`src/rtl/lpif_tx_packer.sv`:
```
// Packs the link layer's 32-bit TLP/DLLP beat stream into 512-bit LPIF words.
// Double-buffered: an accumulator fills while the output register waits on pl_trdy.
module lpif_tx_packer #(
    parameter int IN_BYTES   = 4,
    parameter int OUT_BYTES  = 64,
    parameter int IDLE_FLUSH = 8
) (
    input  logic                   pclk,
    input  logic                   reset_n,
    input  logic [8*IN_BYTES-1:0]  in_data,
    input  logic                   in_valid,
    output logic                   in_ready,
    input  logic                   in_sop,
    input  logic                   in_eop,
    input  logic [2:0]             in_nbytes,
    input  logic                   in_dllp,
    input  logic                   flush,
    input  logic                   pl_trdy,
    output logic                   lp_irdy,
    output logic [8*OUT_BYTES-1:0] lp_data,
    output logic [OUT_BYTES-1:0]   lp_valid,
    output logic [OUT_BYTES-1:0]   lp_tlpstart,
    output logic [OUT_BYTES-1:0]   lp_tlpend,
    output logic [OUT_BYTES-1:0]   lp_dlpstart,
    output logic [OUT_BYTES-1:0]   lp_dlpend,
    output logic                   proto_err
);

    localparam int IDX_W = $clog2(OUT_BYTES);
    localparam int PTR_W = $clog2(OUT_BYTES + 1);

    logic [8*OUT_BYTES-1:0] acc_data, data_nxt;
    logic [OUT_BYTES-1:0]   acc_valid, valid_nxt;
    logic [OUT_BYTES-1:0]   acc_tlps, tlps_nxt, acc_tlpe, tlpe_nxt;
    logic [OUT_BYTES-1:0]   acc_dlps, dlps_nxt, acc_dlpe, dlpe_nxt;
    logic [PTR_W-1:0]       ptr, ptr_nxt;
    logic                   acc_full;
    logic [7:0]             idle_cnt;
    logic                   in_packet, pkt_dllp;
    logic                   accept, out_taken, handoff, end_dllp;
    logic [2:0]             beat_n;
    logic [IDX_W-1:0]       base, end_idx;

    assign in_ready  = !acc_full;
    assign accept    = in_valid && !acc_full;
    assign out_taken = lp_irdy && !pl_trdy;
    assign handoff   = acc_full && (!lp_irdy || out_taken);

    // Out-of-range byte counts on an eop beat are treated as a full beat.
    assign beat_n   = (in_eop && in_nbytes != 3'd0 && in_nbytes < 3'(IN_BYTES)) ? in_nbytes : 3'(IN_BYTES);
    assign base     = ptr[IDX_W-1:0];
    assign end_idx  = base + IDX_W'(beat_n) - IDX_W'(1);
    assign end_dllp = in_sop ? in_dllp : pkt_dllp;
    // ptr is always beat aligned: a short eop beat rounds up to the same step as a full one.
    assign ptr_nxt  = ptr + PTR_W'(IN_BYTES);

    always_comb begin
        data_nxt  = acc_data;
        valid_nxt = acc_valid;
        tlps_nxt  = acc_tlps;
        tlpe_nxt  = acc_tlpe;
        dlps_nxt  = acc_dlps;
        dlpe_nxt  = acc_dlpe;
        for (int k = 0; k < IN_BYTES; k++) begin
            if (3'(k) < beat_n) begin
                data_nxt[{base + IDX_W'(k), 3'b000} +: 8] = in_data[8*k +: 8];
                valid_nxt[base + IDX_W'(k)]              = 1'b1;
            end
        end
        if (in_sop) begin
            if (in_dllp) dlps_nxt[base] = 1'b1;
            else         tlps_nxt[base] = 1'b1;
        end
        if (in_eop) begin
            if (end_dllp) dlpe_nxt[end_idx] = 1'b1;
            else          tlpe_nxt[end_idx] = 1'b1;
        end
    end

    always_ff @(posedge pclk) begin
        if (!reset_n || handoff) begin
            acc_data  <= '0;
            acc_valid <= '0;
            acc_tlps  <= '0;
            acc_tlpe  <= '0;
            acc_dlps  <= '0;
            acc_dlpe  <= '0;
            ptr       <= '0;
            acc_full  <= 1'b0;
            idle_cnt  <= '0;
        end else if (!acc_full) begin
            if (accept) begin
                acc_data  <= data_nxt;
                acc_valid <= valid_nxt;
                acc_tlps  <= tlps_nxt;
                acc_tlpe  <= tlpe_nxt;
                acc_dlps  <= dlps_nxt;
                acc_dlpe  <= dlpe_nxt;
                ptr       <= ptr_nxt;
                idle_cnt  <= '0;
                acc_full  <= (ptr_nxt == PTR_W'(OUT_BYTES)) || flush;
            end else if (ptr != '0) begin
                if (idle_cnt != 8'(IDLE_FLUSH))
                    idle_cnt <= idle_cnt + 8'd1;
                if (flush || idle_cnt == 8'(IDLE_FLUSH - 1))
                    acc_full <= 1'b1;
            end
        end
    end

    // A take and a handoff in the same cycle reload the output with no bubble.
    always_ff @(posedge pclk) begin
        if (!reset_n) begin
            lp_irdy     <= 1'b0;
            lp_data     <= '0;
            lp_valid    <= '0;
            lp_tlpstart <= '0;
            lp_tlpend   <= '0;
            lp_dlpstart <= '0;
            lp_dlpend   <= '0;
        end else if (handoff) begin
            lp_irdy     <= 1'b1;
            lp_data     <= acc_data;
            lp_valid    <= acc_valid;
            lp_tlpstart <= acc_tlps;
            lp_tlpend   <= acc_tlpe;
            lp_dlpstart <= acc_dlps;
            lp_dlpend   <= acc_dlpe;
        end else if (out_taken) begin
            lp_irdy     <= 1'b0;
            lp_data     <= '0;
            lp_valid    <= '0;
            lp_tlpstart <= '0;
            lp_tlpend   <= '0;
            lp_dlpstart <= '0;
            lp_dlpend   <= '0;
        end
    end

    always_ff @(posedge pclk) begin
        if (!reset_n) begin
            in_packet <= 1'b0;
            pkt_dllp  <= 1'b0;
            proto_err <= 1'b0;
        end else begin
            proto_err <= accept && (in_sop ? in_packet : !in_packet);
            if (accept) begin
                in_packet <= !in_eop;
                if (in_sop) pkt_dllp <= in_dllp;
            end
        end
    end

endmodule

```
`config.mk`:
```
export PLATFORM = sky130hd
export DESIGN_NAME = lpif_tx_packer
export DESIGN_NICKNAME = d
export VERILOG_FILES = /design/src/rtl/lpif_tx_packer.sv
export SDC_FILE = /design/constraint.sdc
export NUM_CORES = 2
export LEC_CHECK = 0
export CAP_MARGIN = 20
export CORE_AREA = 2 2 341 343
export DETAILED_ROUTE_END_ITERATION = 8
export DIE_AREA = 0 0 343 345
export GPL_ROUTABILITY_DRIVEN = 0
export PLACE_DENSITY = 0.72
export SYNTH_ARGS = -nofsm -noshare
export SYNTH_HDL_FRONTEND = slang
export SYNTH_SLANG_ARGS = --single-unit
export TNS_END_PERCENT = 100
```
`constraint.sdc`:
```
create_clock -name pclk -period 5.15 [get_ports pclk]
set_input_delay 0.7725 -clock pclk [delete_from_list [all_inputs] [get_ports pclk]]
set_output_delay 0.7725 -clock pclk [all_outputs]
set_load 0.01 [all_outputs]
```
==> key figures <==
Synth
  – Most used DFF post-synth: dfxtp_1
  – Ys Warns: 0
  – Seq cells post-synth: about 1.5k
  – Post-synth ARST share: 0
  – EDFF count, synth: 0
  – Synth area leaders: dfxtp_1 (55%), a22oi_1 (10%), nor2_1 (8.5%)
  – Post-synthesis sequential area ratio: 0.5549
  – Syn_area_per_cell: 9.525 um2
  – Cells after synthesis: 5644
  – Cell area after synthesis: between 50000 and 60000 um2
  – Synth area leader: dfxtp_1
  – Yosys cell types: 67
  – Top-area cell type share of the netlist area: 0.5549

GRT
  – Global route total overflow: 0
  – Largest net degree at the start of global routing: approximately 200
  – Global-route wire length before repair: 275900 um
  – GRT Total Usage: 0.3080
  – Initial antenna violation count: 23
  – Vias in the first global route: 41.43k

Clocking
  – Clk sinks: 1490
  – TritonCTS clock tree: done
  – Clk_lat worst skew: 0.77 ns
  – Root Driver: clkbuf_16
  – CTS resizes: 0
  – Setup bufs post-CTS: 0
  – Clock-pin slew on the worst setup and hold paths: 0.06 ns
  – CTS Buffer Depth: 3
  – CTS buffer count: 150
  – Post-CTS Hold Buffers: 0
  – H-tree Lvls: 4

Routing
  – Pre-antenna DRT Iters: 6
  – Wire per inst: 24.34 um
  – DR DRC count: 0
  – Post-Route WL: 190700 um
  – DRT iter0 DRCs: 4753
  – Vias per inst: 5.725
  – Final antenna-violating net count: 0
  – Via Count: 44.84k

Worst setup path
  – Worst r2r src: ptr[3]
  – Crit path cell chain: clkdlybuf4s50_1, nor2_1, nor2_1, ha_1, inv_1, fa_1, and3b_1, o31ai_1, o211ai_1, buf_4, o21ai_0
  – Crit path DAT: 4.30 ns
  – CP endpoint: acc_tlpe[28]
  – Max incr delay on CP: ~0.62 ns
  – Crit path max fanout: 9
  – Crit. End Element: flop
  – Worst reg-to-reg path cell count: 7
  – Startpoint types: input pin
  – Worst EP required: roughly 5.8 ns
  – Reg-to-reg slack, setup: 1.68 ns
  – CP max-delay cell: clkdlybuf4s50_1
  – CP Launch Point: in_nbytes[0]
  – Cell mode on critical path: nor2_1
  – Worst r2r dst: acc_data[324]
  – Crit path kind: input pin to flop

Job
  – Max-Cap Viols: 0

Floorplanning
  – Starting Density: 0.4670
  – FP Rows: 125
  – Core area: between 100000 and 150000 um2
  – Die Span Y: around 350 um
  – DIE AREA: 118300 um2
  – I/O Pins: 878
  – Die Wd: 343 um

Placed design
  – Detail Placement HPWL: approximately 120000 um
  – I/O Buffers: 781
  – Placed cell count: 7540

Power
  – Clk network pwr share: 0.454
  – Worst IR Drop VDD: 0.0003000 V
  – Internal power: around 19 mW
  – Sw Pwr: approximately 6.3 mW
  – Flop pwr share: 0.467
  – Net Sw Frac: 0.2546
  – Combinational fraction of design power: 0.079
  – Pwr dens: 369.0 nW/um2
  – Lkg Pwr: roughly 24 nW

Timing
  – Fin crit share: 0.7030
  – Max Clock Freq: between 200 and 300 MHz
  – Fin. Hold Viols: 0
  – TNS Setup: 0 ns
  – Normalized max-slew margin: 0.07239
  – Final setup viols: 0
  – Max-slew violation count: 0
  – RSZ-0062 raised after global routing: no
  – Clock Skew: ~0.037 ns
  – Minimum clock period: 3.620 ns
  – Slew @ Worst Pin: 1.391 ns

Layout
  – Final Non-Filler Cells: 7833
  – Final nets: 6242
  – Synth-to-Final Area Change: 25.16%
  – Layout cells sized above 1: 0.06291

Run status
  – Status: finished, final reports clean

Hold path
  – Worst hold-check path type: flop to flop
==> state kept, by name, summed over array words and instances, names as in the netlist <==
register and count:
lp_valid 64, lp_tlpstart 16, idle_cnt 8, lp_dlpstart 16, ptr 5, proto_err 1
lp_dlpend 64, lp_tlpend 64, acc_full 1, acc_tlps 16, in_packet 1, acc_data 512
acc_valid 64, pkt_dllp 1, acc_dlps 16, lp_data 512, lp_irdy 1, acc_dlpe 64
acc_tlpe 64
==> worst min path at each step <==
stage | cells after the start | slack (ns) | endpoint | from
floorplan | 2 | 0.43 | acc_dlpe[0] | acc_dlpe[0]
global placement | 2 | 0.44 | acc_dlpe[49] | acc_dlpe[49]
detailed placement | 2 | 0.44 | acc_dlpe[38] | acc_dlpe[38]
CTS | 2 | 0.46 | acc_dlpe[38] | acc_dlpe[38]
global route | 2 | 0.47 | acc_data[60] | acc_data[60]
finish | 2 | 0.45 | acc_dlpe[38] | acc_dlpe[38]
==> cell usage after synthesis (75+ instances only) <==
cell	n
and2_1	186
a21oi_1	242
mux2i_1	376
nand2_1	175
dfxtp_1	1490
o21ai_0	193
buf_4	100
nand3_1	138
buf_2	75
a22oi_1	736
nor2_1	1218
clkbuf_1	370
==> per-layer routing <==
metal  wire length [um]  vias up  track usage
li1                   -    20480            -
met3              16240      422      0.07634
met2              87540     2034       0.4865
met4              10820        0       0.1601
met1              76080    21910       0.3884
met5                  0        -            0
==> layout make-up <==
| class | count | area (um2) |
|---|---|---|
| Sequential cell | 1490 | 29830 |
| Timing Repair Buffer | 866 | 8658 |
| Clock buffer | 222 | 4449 |
| Multi-Input combinational cell | 3651 | 21640 |
| Antenna cell | 14 | 35.03 |
| Tap cell | 1524 | 1907 |
| Inverter | 16 | 67.56 |
| Clock inverter | 50 | 689.4 |
| Fill cell | 9787 | 47830 |
==> worst max-delay path: cells and delay by family <==
| family | cells | cell delay [ns] |
|---|---|---|
| AO/OA/AOI/OAI | 3 | 1.09 |
| buffers and inverters | 3 | 0.99 |
| adder cells (fa/ha/maj) | 2 | 0.79 |
| AND/OR/NAND/NOR | 3 | 0.64 |
==> kinds of logic after synthesis <==
group                    share of synthesized area
AO/OA/AOI/OAI                               0.1603
XOR/XNOR                                  0.002793
adder cells (fa/ha/maj)                   0.005726
buffers and inverters                      0.05153
flip-flops                                  0.5549
multiplexers                               0.07022
other                                   0.00006976
AND/OR/NAND/NOR                             0.1545
==> stage by stage <==
step           setup slack, ns    util  power, mW  cell area, um2  hold slack (ns)
6_report                 1.530  0.5845      24.83           67280           0.4531
5_1_grt                  1.341  0.5843      25.51           67260           0.4721
4_1_cts                  1.422  0.5835      24.89           67170           0.4567
3_5_place_dp            0.6448  0.5389      13.76           62030           0.4424
3_3_place_gp            0.7312  0.5387      13.75           62010           0.4351
2_1_floorplan            1.355       -      13.14           54110           0.4255
==> placed cells by master, fill, tap and decap left out, types with 15 or more instances in the layout <==
cell	Yosys	layout
a211o_1	15	15
a21oi_1	242	242
a22oi_1	736	736
and2_1	186	186
and3_1	16	16
buf_4	100	68
clkbuf_1	370	34
clkbuf_16	0	154
clkbuf_8	0	34
clkdlybuf4s50_1	0	781
clkinv_2	0	25
conb_1	1	96
dfxtp_1	1490	1487
ha_1	23	23
inv_1	16	15
mux2i_1	376	376
nand2_1	175	174
nand2b_1	25	24
nand3_1	138	138
nand4_1	39	39
nor2_1	1218	1216
nor3_4	16	17
o21ai_0	193	193
o31ai_1	33	33
==> power by group through the flow <==
| stage | combinational (mW) | sequential, mW | clock [mW] |
|---|---|---|---|
| global route | 2.05 | 11.6 | 11.9 |
| floorplan | 1.28 | 11.9 | 0 |
| finish | 1.96 | 11.6 | 11.3 |
| detailed placement | 1.90 | 11.9 | 0 |
| CTS | 1.90 | 11.6 | 11.4 |
| global placement | 1.89 | 11.9 | 0 |
No activity file was read; power rests on OpenSTA's default activity.
